--- src/rtl/exec_stage.sv ---
// Execute stage of the 16-bit core: 64-entry register file, operand forwarding
// from the instruction in EX, ALU hand-off, load-immediate and halt handling.
module exec_stage #(
    parameter int NREGS = 64,
    parameter int WIDTH = 16
) (
    input  logic             clk,
    input  logic             reset_n,
    input  logic [15:0]      instr,
    input  logic             instr_valid,
    output logic             instr_ready,
    output logic [4:0]       alu_op,
    output logic [WIDTH-1:0] alu_in1,
    output logic [WIDTH-1:0] alu_in2,
    input  logic [WIDTH-1:0] alu_result,
    output logic             wb_valid,
    output logic [5:0]       wb_dest,
    output logic [WIDTH-1:0] wb_data,
    output logic             halted
);

    typedef enum logic [1:0] {RUN, DRAIN, HALTED} state_t;

    localparam logic [3:0] OP_LI   = 4'hC;
    localparam logic [3:0] OP_HALT = 4'hF;

    state_t state, stateNext;

    logic [WIDTH-1:0]        regFile [NREGS];
    logic                    exVld_p1;
    logic [3:0]              exOp_p1;
    logic [5:0]              exDest_p1;
    logic signed [WIDTH-1:0] exImm_p1;

    logic                    accept;
    logic                    exWrites;
    logic [WIDTH-1:0]        exWrData;
    logic [WIDTH-1:0]        fwdDest;
    logic [WIDTH-1:0]        fwdSrc;

    function automatic logic signed [WIDTH-1:0] signExtendImm(input logic [5:0] imm);
        return {{(WIDTH-6){imm[5]}}, imm};
    endfunction

    assign instr_ready = (state == RUN);
    assign halted      = (state == HALTED);
    assign accept      = instr_valid && instr_ready;

    // ALU ops and LI write back; NOP and HALT only occupy EX
    assign exWrites = exVld_p1 && (exOp_p1 <= OP_LI);
    assign exWrData = (exOp_p1 == OP_LI) ? exImm_p1 : alu_result;

    assign fwdDest = (exWrites && exDest_p1 == instr[11:6]) ? exWrData : regFile[instr[11:6]];
    assign fwdSrc  = (exWrites && exDest_p1 == instr[5:0])  ? exWrData : regFile[instr[5:0]];

    always_ff @(posedge clk or negedge reset_n) begin
        if (!reset_n) begin
            state <= RUN;
        end else begin
            state <= stateNext;
        end
    end

    always_comb begin
        stateNext = state;
        case (state)
            RUN:     if (accept && instr[15:12] == OP_HALT) stateNext = DRAIN;
            DRAIN:   stateNext = HALTED;
            HALTED:  stateNext = HALTED;
            default: stateNext = RUN;
        endcase
    end

    // Stage p1: operands latched at accept, result written back one edge later
    always_ff @(posedge clk or negedge reset_n) begin
        if (!reset_n) begin
            for (int i = 0; i < NREGS; i++) regFile[i] <= '0;
            exVld_p1  <= 1'b0;
            exOp_p1   <= '0;
            exDest_p1 <= '0;
            exImm_p1  <= '0;
            alu_op    <= '0;
            alu_in1   <= '0;
            alu_in2   <= '0;
            wb_valid  <= 1'b0;
            wb_dest   <= '0;
            wb_data   <= '0;
        end else begin
            if (exWrites) begin
                regFile[exDest_p1] <= exWrData;
                wb_dest            <= exDest_p1;
                wb_data            <= exWrData;
            end
            wb_valid <= exWrites;
            exVld_p1 <= accept;
            if (accept) begin
                exOp_p1   <= instr[15:12];
                exDest_p1 <= instr[11:6];
                exImm_p1  <= signExtendImm(instr[5:0]);
                alu_op    <= {1'b0, instr[15:12]};
                alu_in1   <= fwdDest;
                alu_in2   <= fwdSrc;
            end
        end
    end

endmodule

--- config.mk ---
export PLATFORM = sky130hd
export DESIGN_NAME = exec_stage
export DESIGN_NICKNAME = d
export VERILOG_FILES = /design/src/rtl/exec_stage.sv
export SDC_FILE = /design/constraint.sdc
export NUM_CORES = 2
export LEC_CHECK = 0
export ABC_AREA = 1
export BUFFER_PORTS_ARGS = -buffer_cell sky130_fd_sc_hd__buf_2
export CAP_MARGIN = 20
export CORE_AREA = 2 2 309 311
export DETAILED_ROUTE_END_ITERATION = 12
export DIE_AREA = 0 0 311 313
export PLACE_DENSITY = 0.81
export SYNTH_ARGS = -nofsm -noshare
export SYNTH_HDL_FRONTEND = slang
export SYNTH_SLANG_ARGS = --single-unit
--- constraint.sdc ---
create_clock -name clk -period 2.9 [get_ports clk]
set_input_delay 0.29 -clock clk [delete_from_list [all_inputs] [get_ports clk]]
set_output_delay 0.29 -clock clk [all_outputs]
set_load 0.005 [all_outputs]
==> Word-level counts from Yosys, hierarchy flattened <==
Index checks and enable logic that the tools add are counted.
{ "word_totals": {"reg_bits": 1098, "input_bits": 35, "out_inout_bits": 62} }
{ "op_classes": {"order_cmp": 5, "eq_ne": 7, "n_mux": 14, "bitwise_logic": 3, "n_reduce_logical": 8} }
{ "op_table": {"columns": ["cell", "n"], "rows": [
  ["bitwise mux 1024 bit", 1],
  ["binary-select mux 16 bit (select 6 bit)", 2],
  ["2-to-1 mux 16 bit", 8],
  ["demux 16 bit (select 6 bit)", 1],
  [">= comparator 7 bit, second input constant", 3],
  ["NOT 6 -> 7 bit", 3],
  ["== test 6 bit", 2],
  ["== test 4 bit, second input constant", 2],
  ["less-than comparator 7 x 1 -> 1 bit, second input constant", 1],
  ["logical AND 1 bit", 6],
  ["less-or-equal comparator 4 bit, second input constant", 1],
  ["case mux 2 bit (2 select lines)", 1],
  ["== test 2 x 1 -> 1 bit, second input constant", 1],
  ["== test 2 bit, second input constant", 1],
  ["zero test 2 bit", 1],
  ["2-to-1 mux 2 bit", 1],
  ["inequality test 2 x 1 -> 1 bit, second input constant", 1],
  ["OR reduction 2 bit", 1]
]} }

==> Longest topological paths before layout <==
{ "logic_depth": {"depth_word": 6, "mapped_depth": 13, "mapped_depth_nobuf": 11} }

==> Least setup slack after synthesis <==
No wires, ideal clock.
{ "synth_path": {"kind": "flip-flop to flip-flop", "start": "reg exOp_p1[3]", "end": "reg regFile[400] (netlist name)", "setup_ps": 133, "arrival_ps": 1670, "setup_slack_ps": 1097, "stages_incl_launch_ff": 7, "path_buffers": 2, "path_cell_list": "dfrtp_1 > nand2_1 > nor3_4 > mux2i_1 > clkbuf_1 > buf_2 > a21oi_1"} }
{ "synth_between": {"elab_chain_len": 3} }
{ "synth_lines": {"columns": ["item", "line_no", "source"], "rows": [
  ["start: declaration", "31", "logic [3:0] exOp_p1;"],
  ["start signal: assignment", "97", "exOp_p1 <= instr[15:12];"],
  ["== test 4 bit", "51", "assign exWrData = (exOp_p1 == OP_LI) ? exImm_p1 : alu_result;"],
  ["2-to-1 mux 16 bit", "51", null],
  ["bitwise mux 1024 bit", "90", "regFile[exDest_p1] <= exWrData;"],
  ["end signal: indexed assignment", "90", null],
  ["end: declaration", "29", "logic [WIDTH-1:0] regFile [NREGS];"]
]} }
Several ways; a longest one is shown, not always the timed one.
A chain may end at the register's enable or synchronous reset.

==> Worst setup path in the final report <==
{ "layout_path": {"start": "reg exOp_p1[3]", "end": "reg regFile[240] (netlist name)"} }
Same word-level chain as after synthesis.

==> impl_table.tex <==
\begin{tabular}{lr}
\hline
Metric & Value \\
\hline
\multicolumn{2}{l}{\textbf{Synthesis}} \\
Gate Count Post-Synth & between 8000 and 9000 \\
Unique cell type count in the Yosys netlist & 32 \\
Sequential area share after synthesis & between 40 and 50\% \\
Warnings, synthesis & 0 \\
Average cell area after synthesis & roughly 7 um2 \\
Synthesized area & between 60000 and 70000 um2 \\
Syn Nets & between 8000 and 9000 \\
Yosys reg bits & approximately 1100 \\
\multicolumn{2}{l}{\textbf{Outcome}} \\
Run status & complete, no violations \\
\multicolumn{2}{l}{\textbf{STA}} \\
FMAX & 365 MHz \\
Tightest hold margin & roughly 0.036 ns \\
Relative slew margins & about 27\% \\
Sum of negative setup slack & 0 ns \\
Final Critical Period & 2.74 ns \\
Slew at the pin closest to its max-slew limit & 1.07 ns \\
Final Hold Vio Count & 0 \\
Number of pins exceeding their max-slew limit in the final report & 0 \\
Final setup violation count & 0 \\
Final worst clock skew & approximately 0.032 ns \\
Setup repair after global routing missed its margin & no \\
Share of the clock period used by the worst path after layout & a little over nine tenths \\
\multicolumn{2}{l}{\textbf{Die}} \\
Die X & around 310 um \\
\# IOs & 97 \\
Die area & between 90000 and 100000 um2 \\
Row Count & about 110 \\
Std-Cell Core Area & $\sim$94000 um2 \\
Starting Density & between 60 and 70\% \\
Die Height & 313 um \\
\multicolumn{2}{l}{\textbf{Routing}} \\
Routed Antenna Nets & 0 \\
Detailed-route vias per instance & approximately 6.6 \\
Number of vias in the routed layout & 63900 \\
DR iter-0 viols & between 10000 and 15000 \\
Wirelength per Cell & between 20 and 25 um \\
Number of remaining DRC errors & 0 \\
Pre-Repair DR Iteration Count & 10 \\
Final wirelength & 228000 um \\
\multicolumn{2}{l}{\textbf{GRT}} \\
Aggregate global routing overflow & 0 \\
Pin count of the biggest net entering global routing & $\sim$110 \\
Via count of the first global-routing pass & 59600 \\
Number of antenna violations at the first check in global routing & 7 \\
Overall Global Routing Usage & between 40\% and 50\% \\
First-pass GRT wire length & about 350000 um \\
\multicolumn{2}{l}{\textbf{Clock tree}} \\
Maximum number of buffers from clock root to sink & 3 \\
Cell at the root of the clock tree & sky130\_fd\_sc\_hd\_\_clkbuf\_16 \\
Clock latency on the worst-skew pair & around 0.73 ns \\
Count of clock tree sinks & between 1000 and 1500 \\
Post-CTS setup buffer count & 0 \\
CTS-repair resized insts & 0 \\
Number of buffers inserted for hold repair after clock tree synthesis & 5 \\
Level count of the clock H-tree & 3 \\
CTS tree & built \\
Clock-pin slew on the worst setup and hold paths & around 0.060 ns \\
Number of buffers created by CTS & around 120 \\
\multicolumn{2}{l}{\textbf{Layout}} \\
Layout Nets & approximately 8400 \\
Area delta synth->final & 9.92\% \\
Final core utilization & a little over two thirds \\
Fraction of final layout cells with drive strength greater than 1 & 8.02\% \\
\multicolumn{2}{l}{\textbf{Setup path}} \\
Critical Path Sink Type & flip-flop \\
Kind of start point of the critical path & flip-flop \\
Crit path kind & flip-flop to flip-flop \\
Critical-path maximum fanout & 8 \\
Arrival @ worst endpoint & roughly 3.3 ns \\
Required arrival time at the worst endpoint & 3.46 ns \\
\multicolumn{2}{l}{\textbf{Placed design}} \\
HPWL Detailed & 135000 um \\
Port Buffers & 95 \\
Placer congestion estimate & 1.04 \\
\multicolumn{2}{l}{\textbf{Worst hold path}} \\
Path category of the worst min-delay check & input port to flip-flop \\
\multicolumn{2}{l}{\textbf{Job}} \\
\# Max-Cap Violations & 0 \\
\multicolumn{2}{l}{\textbf{Power}} \\
Peak ir drop on the vdd network & 0.000623 V \\
Leakage power & 32.7 nW \\
Power density relative to cell area & between 800 and 900 nW/um2 \\
\hline
\end{tabular}
## per-layer routing
metal / vias up / share of wire [%] / global-route usage (%)
met4: 12 / 7.1 / 29.4
met3: 1103 / 16 / 16.9
met2: 5309 / 41 / 64.5
li1: 27800 / - / -
met1: 29700 / 35 / 60.7
met5: - / 0.032 / 0
## power by group
part	total [W]	switching [W]	internal, W
combinational	0.0175	0.0110	0.00648
clock	0.0152	0.00648	0.00873
sequential	0.0260	0.00489	0.0211
total	0.0587	0.0224	0.0363
## synth_stat cells (all sizes together)
| cell | count | area [um2] |
|---|---|---|
| nand3 | 1766 | 8860 |
| nand2 | 3090 | 11600 |
| ha | 3 | 37.5 |
| or2 | 1 | 6.26 |
| nor2 | 745 | 2950 |
| mux2i | 5 | 50.1 |
| o21ai | 381 | 1920 |
| clkinv | 2 | 7.51 |
| xnor2 | 10 | 87.6 |
| inv | 54 | 208 |
| a21oi | 721 | 3640 |
| dfrtp | 1098 | 27500 |
| buf | 429 | 2200 |
| nor3 | 9 | 105 |
| nand4 | 5 | 31.3 |
| clkbuf | 345 | 1290 |
| conb | 1 | 3.75 |
## final timing paths
path / startpoint / endpoint / slack (ns) / depth (start not counted)
setup / recovery: exOp_p1[3]$_DFFE_PN0P_ / regFile[240]$_DFFE_PN0P_ / 0.16 / 6
hold / removal: instr_valid / alu_in1[3]$_DFFE_PN0P_ / 0.04 / 4
setup reg to reg: exOp_p1[3]$_DFFE_PN0P_ / regFile[240]$_DFFE_PN0P_ / 0.16 / 6
hold reg to reg: alu_in1[9]$_DFFE_PN0P_ / alu_in1[9]$_DFFE_PN0P_ / 0.48 / 2
max in group asynchronous: reset_n / regFile[167]$_DFFE_PN0P_ / 1.57 / 4
min in group asynchronous: reset_n / regFile[509]$_DFFE_PN0P_ / 0.18 / 2
## worst max-delay path, stage by stage (launching register included)
cell,delay [ns]
sky130_fd_sc_hd__dfrtp_1,0.36
sky130_fd_sc_hd__nand2_1,0.16
sky130_fd_sc_hd__nor3_4,0.38
sky130_fd_sc_hd__buf_4,0.33
sky130_fd_sc_hd__mux2i_4,0.92
sky130_fd_sc_hd__buf_4,0.31
sky130_fd_sc_hd__o21ai_0,0.11
## flip-flops by register name (all words and copies together), names as in the netlist
| signal | cells |
|---|---|
| regFile | 1024 |
| alu_in1 | 16 |
| alu_in2 | 16 |
| wb_data | 16 |
| exDest_p1 | 6 |
| exImm_p1 | 6 |
| wb_dest | 6 |
| exOp_p1 | 4 |
| state | 2 |
| exVld_p1 | 1 |
| wb_valid | 1 |
## stage by stage
step / setup slack, ns / instance area (um2) / cells / power [W]
2_1_floorplan: 1.10 / 60500 / 8665 / 0.0366
3_3_place_gp: 0.190 / 62600 / 9535 / 0.0418
3_5_place_dp: 0.206 / 62600 / 9535 / 0.0427
4_1_cts: 0.367 / 66500 / 9753 / 0.0578
5_1_grt: 0.125 / 66500 / 9754 / 0.0618
6_report: 0.161 / 66500 / 9755 / 0.0587
## logic make-up after synthesis
group,count (synthesis),synth area share (%)
flip-flops,1098,45.4
AND/OR/NAND/NOR,5616,39.0
multiplexers,5,0.0827
other,1,0.00620
adder cells (fa/ha/maj),3,0.0621
XOR/XNOR,10,0.145
buffers and inverters,830,6.14
AO/OA/AOI/OAI,1102,9.19
## area by class of cell
type	count	area [um2]
diodes	1	2.50
multi-input cells	6737	29400
repair buffers	385	3920
well taps	1265	1580
inverters	56	255
clock buffers	175	3510
clock inverters	38	344
flip-flops and latches	1098	27500
fillers	7738	27700
## cells in the final DEF, fill, tap and decap left out, types with 2 or more instances in the layout
| cell | count |
|---|---|
| sky130_fd_sc_hd__bufinv_16 | 5 |
| sky130_fd_sc_hd__clkbuf_1 | 22 |
| sky130_fd_sc_hd__a21oi_1 | 713 |
| sky130_fd_sc_hd__nor2_4 | 14 |
| sky130_fd_sc_hd__buf_8 | 6 |
| sky130_fd_sc_hd__nor2_2 | 34 |
| sky130_fd_sc_hd__nand2_1 | 3085 |
| sky130_fd_sc_hd__nor3_4 | 4 |
| sky130_fd_sc_hd__dfrtp_1 | 1098 |
| sky130_fd_sc_hd__inv_6 | 8 |
| sky130_fd_sc_hd__o21ai_0 | 345 |
| sky130_fd_sc_hd__nor3_2 | 3 |
| sky130_fd_sc_hd__clkbuf_16 | 117 |
| sky130_fd_sc_hd__xnor2_1 | 10 |
| sky130_fd_sc_hd__inv_2 | 26 |
| sky130_fd_sc_hd__clkinv_1 | 2 |
| sky130_fd_sc_hd__ha_1 | 3 |
| sky130_fd_sc_hd__nand4_1 | 5 |
| sky130_fd_sc_hd__buf_4 | 189 |
| sky130_fd_sc_hd__nor3_1 | 2 |
| sky130_fd_sc_hd__mux2i_4 | 5 |
| sky130_fd_sc_hd__a21oi_2 | 8 |
| sky130_fd_sc_hd__inv_4 | 2 |
| sky130_fd_sc_hd__nand2_2 | 4 |
| sky130_fd_sc_hd__clkinv_2 | 25 |
| sky130_fd_sc_hd__inv_1 | 20 |
| sky130_fd_sc_hd__buf_6 | 2 |
| sky130_fd_sc_hd__nand3_1 | 1764 |
| sky130_fd_sc_hd__inv_8 | 4 |
| sky130_fd_sc_hd__nor2_1 | 697 |
| sky130_fd_sc_hd__clkbuf_8 | 36 |
| sky130_fd_sc_hd__dlygate4sd3_1 | 5 |
| sky130_fd_sc_hd__buf_12 | 95 |
| sky130_fd_sc_hd__o21ai_1 | 35 |
| sky130_fd_sc_hd__buf_2 | 88 |
Note: power is estimated with default switching activity, not from simulation.
